--- src/rtl/demultiplexor_tdm.sv ---
// Time-division demultiplexer: spreads a valid-qualified word stream round-robin
// over CANALES registered output channels, aligned to a frame-sync marker.
module demultiplexor_tdm #(
    parameter int ANCHO   = 8,
    parameter int CANALES = 4,
    localparam int SEL    = $clog2(CANALES)
) (
    input  logic                       Reloj,
    input  logic                       Reset,
    input  logic [ANCHO-1:0]           Entrada,
    input  logic                       Valido_Entrada,
    input  logic                       Sincronia,
    output logic [CANALES*ANCHO-1:0]   Salida,
    output logic [CANALES-1:0]         Valido_Salida,
    output logic [SEL-1:0]             Canal_Actual,
    output logic                       Trama_Completa,
    output logic                       Error_Sincronia,
    output logic                       Enganchado
);

    typedef enum logic {
        ESPERA = 1'b0,
        ACTIVO = 1'b1
    } estado_t;

    estado_t                   estado;
    estado_t                   estado_next;
    logic [CANALES*ANCHO-1:0]  salida_next;
    logic [CANALES-1:0]        valido_next;
    logic [SEL-1:0]            canal_next;
    logic                      trama_next;
    logic                      error_next;
    logic                      write_en;
    logic [SEL-1:0]            write_idx;

    always_ff @(posedge Reloj) begin
        if (Reset) begin
            estado          <= ESPERA;
            Salida          <= '0;
            Valido_Salida   <= '0;
            Canal_Actual    <= '0;
            Trama_Completa  <= 1'b0;
            Error_Sincronia <= 1'b0;
        end else begin
            estado          <= estado_next;
            Salida          <= salida_next;
            Valido_Salida   <= valido_next;
            Canal_Actual    <= canal_next;
            Trama_Completa  <= trama_next;
            Error_Sincronia <= error_next;
        end
    end

    // Every output is the registered image of these next values, so no input reaches an output combinationally.
    always_comb begin
        estado_next = estado;
        salida_next = Salida;
        valido_next = '0;
        canal_next  = Canal_Actual;
        trama_next  = 1'b0;
        error_next  = 1'b0;
        write_en    = 1'b0;
        write_idx   = '0;

        case (estado)
            ESPERA: begin
                if (Valido_Entrada && Sincronia) begin
                    write_en    = 1'b1;
                    write_idx   = '0;
                    canal_next  = SEL'(1);
                    estado_next = ACTIVO;
                end
            end
            ACTIVO: begin
                if (Valido_Entrada) begin
                    write_en = 1'b1;
                    if (Sincronia && (Canal_Actual != '0)) begin
                        // Sync mid-frame: restart at channel 0 without closing the partial frame.
                        write_idx  = '0;
                        canal_next = SEL'(1);
                        error_next = 1'b1;
                    end else begin
                        write_idx  = Canal_Actual;
                        canal_next = Canal_Actual + SEL'(1);
                        trama_next = (Canal_Actual == SEL'(CANALES - 1));
                    end
                end
            end
            default: estado_next = ESPERA;
        endcase

        for (int k = 0; k < CANALES; k++) begin
            if (write_en && (write_idx == SEL'(k))) begin
                salida_next[k*ANCHO +: ANCHO] = Entrada;
                valido_next[k]                = 1'b1;
            end
        end
    end

    assign Enganchado = (estado == ACTIVO);

endmodule

--- config.mk ---
export PLATFORM = sky130hd
export DESIGN_NAME = demultiplexor_tdm
export DESIGN_NICKNAME = d
export VERILOG_FILES = /design/src/rtl/demultiplexor_tdm.sv
export SDC_FILE = /design/constraint.sdc
export NUM_CORES = 1
export LEC_CHECK = 0
export BUFFER_PORTS_ARGS = -buffer_cell sky130_fd_sc_hd__buf_2
export CAP_MARGIN = 40
export CORE_AREA = 4 4 65 67
export CTS_BUF_LIST = sky130_fd_sc_hd__clkbuf_2 sky130_fd_sc_hd__clkbuf_4 sky130_fd_sc_hd__clkbuf_8
export CTS_CLUSTER_SIZE = 14
export DETAILED_ROUTE_END_ITERATION = 8
export DIE_AREA = 0 0 69 71
export PLACE_DENSITY_LB_ADDON = 0.3
export REMOVE_ABC_BUFFERS = 1
export SKIP_CTS_REPAIR_TIMING = 1
export SYNTH_ARGS = -nofsm -noshare
export SYNTH_HDL_FRONTEND = slang
export SYNTH_SLANG_ARGS = --single-unit
--- constraint.sdc ---
create_clock -name Reloj -period 1.4 [get_ports Reloj]
set_input_delay 0.21 -clock Reloj [delete_from_list [all_inputs] [get_ports Reloj]]
set_output_delay 0.21 -clock Reloj [all_outputs]
set_load 0.005 [all_outputs]
==> impl_metrics.tcl <==
set metrics [dict create \
    status "completed" \
    start_util 0.442 \
    met2_length_mm 1.85 \
    fin_cells 260 \
    path_max_fanout 6 \
    wl_met1_mm 1.60 \
    syn_area_per_cell_sq_um 10.7 \
    grt_pass1_wl_mm 6.07 \
    antenna_found_initial 0 \
    max_stage_delay_ns 0.33 \
    yosysWarnings 0 \
    fp-row-count 22 \
    power_density_nw_per_um2 1090 \
    grt_max_degree 50 \
    ys_ff_latch 41 \
    endpoint_kind "register" \
    stdcell_area_sq_um 2130 \
    netlist.top_cell.by_area "dfxtp_1" \
    hold_ws_ns 0.224 \
    place_congestion 0.760 \
    cp-start-kind "register" \
    power_mw 2.33 \
    hold_viol 0 \
    root_buffer "clkbuf_8" \
    cts.clk_slew.worst_paths_ns 0.08 \
    portBuffers 52 \
    worstMarginPinSlew_ns 0.623 \
    clock_latency_ns 0.29 \
    rsz0062_at_grt "yes" \
    routedWlPerCell_microns 14.3 \
    fillCellCount 337 \
    die_h_microns 71 \
    fp.dieArea_sq_um 4900 \
    met3_length_microns 221 \
    ant_nets 0 \
    critPathKind "register to register" \
    drt-pass1-iter-count 4 \
    grt_usage 0.153 \
    ys_types 19 \
    place_area_sq_um 1980 \
    hold_class "primary input to register" \
    drv_slew 0 \
    netlist.area_leader.share 0.511 \
    cp.required_ns 1.61 \
    final_cell_mix "buf_2, nand2b_1, dfxtp_1" \
    setup_tns_ns 0 \
    core_sq_um 3630 \
    h-tree-depth 2 \
    numCtsBuffers 5 \
    syn_to_final_growth_pct 32.8 \
    clk_path_buf_depth 2 \
    synthTopCellsByArea "dfxtp_1, mux2i_1, nand2b_1" \
    cts_tree "built" \
    antenna_cells 0 \
    die_x_microns 69 \
    path_buf_inv 2 \
    max_cap_viol_count 0 \
    cts.sinks 41 \
    wirelength_mm 3.72 \
    drcViolationCount 0 \
    pre_cts_slack_ns -0.00755 \
    max_freq_mhz 722 \
    worst_slack_ns 0.0158 \
    relSlewSlack 0.584 \
    via_count 1258 \
    synthesis.area_sq_um 1610 \
    skew_ns 0.00680 \
    critPathTopFamily "simple AND/OR/NAND/NOR gates" \
    final_nets 226 \
    drt-initial-drc-count 48 \
    drive_gt1_frac 0.373 \
    syn_inst 150 \
    p_leak_nw 1.09 \
    placed_cells 252 \
    final_common_cell "buf_2" \
    highest_layer "met4" \
    cp.arrival_ns 1.60 \
    min_period_over_period 0.989 \
    final_util 0.587 \
    crit_path_top_delay_cell "dfxtp_2" \
    first_global_vias 1259 \
    min_period_ns 1.38 \
    gr-total-overflow 0 \
    io_pins 53 \
    post-dp-hpwl_mm 2.62 \
    crit_chain "inv_2, ha_4, nor2b_4, nor4_4, buf_12, mux2i_1" \
    setup_viol 0 \
    ys_seq_area_frac 0.511 \
    vdd.ir_drop.worst_mv 0.670 \
    via_per_inst 4.84 \
]
state kept, by name, summed over array words and instances (netlist names):
name and cells:
Salida 32, Valido_Salida 4, Canal_Actual 2, Enganchado 1, Error_Sincronia 1, Trama_Completa 1
final timing paths:
kind,startpoint,endpoint,slack (ns),cells past startpoint
worst max-delay path,Canal_Actual[0]$_SDFFE_PP0P_,Salida[10]$_SDFFE_PP0P_,0.02,6
worst max register to register,Canal_Actual[0]$_SDFFE_PP0P_,Salida[10]$_SDFFE_PP0P_,0.02,6
worst min register to register,Salida[9]$_SDFFE_PP0P_,Salida[9]$_SDFFE_PP0P_,0.47,2
worst min-delay path,Valido_Entrada,Enganchado$_SDFF_PP0_,0.22,3
cell type report:
class                      instances  area (sq um)  area share
sequential                        41           823       0.386
multi-input combinational         99           781       0.366
timing repair buffer              63           359       0.168
clock buffer                       5          68.8      0.0322
tap                               48          60.1      0.0281
clock inverter                     2          35.0      0.0164
inverter                           2          7.51     0.00352
tightest hold or removal path, delay by kind of cell:
kind	cells	cell delay, ns
AOI/OAI and AO/OA	1	0.07
buffers and inverters	1	0.12
and+or+nand+nor	1	0.08
power breakdown:
part	internal (mW)	total (mW)	switching, mW	leakage, nW
Combinational	0.105	0.211	0.107	0.707
Clock	0.518	0.914	0.395	0.0540
Sequential	1.19	1.21	0.0142	0.333
synth_stat cells (all sizes together):
library cell,instances
buf,3
nand2b,42
nand4,3
nor3,1
ha,2
nor2,7
nor2b,1
inv,2
a21oi,2
and2,1
nand2,2
mux2i,32
nor4b,1
dfxtp,41
a32oi,2
o21ai,2
nor4,1
clkbuf,5
logic make-up after synthesis:
kind of cell	Yosys count	share of synthesized area
compound gates	6	0.0233
fa+ha+maj	2	0.0156
flops	41	0.511
simple gates	59	0.226
mux	32	0.199
buf+inv	10	0.0257
metal layers:
layer | GRT usage | vias up
met2 | 0.258 | 38
met1 | 0.181 | 589
met5 | 0 | -
li1 | - | 622
met4 | 0.0456 | 0
met3 | 0.0582 | 9
(Power assumes the default switching activity.)
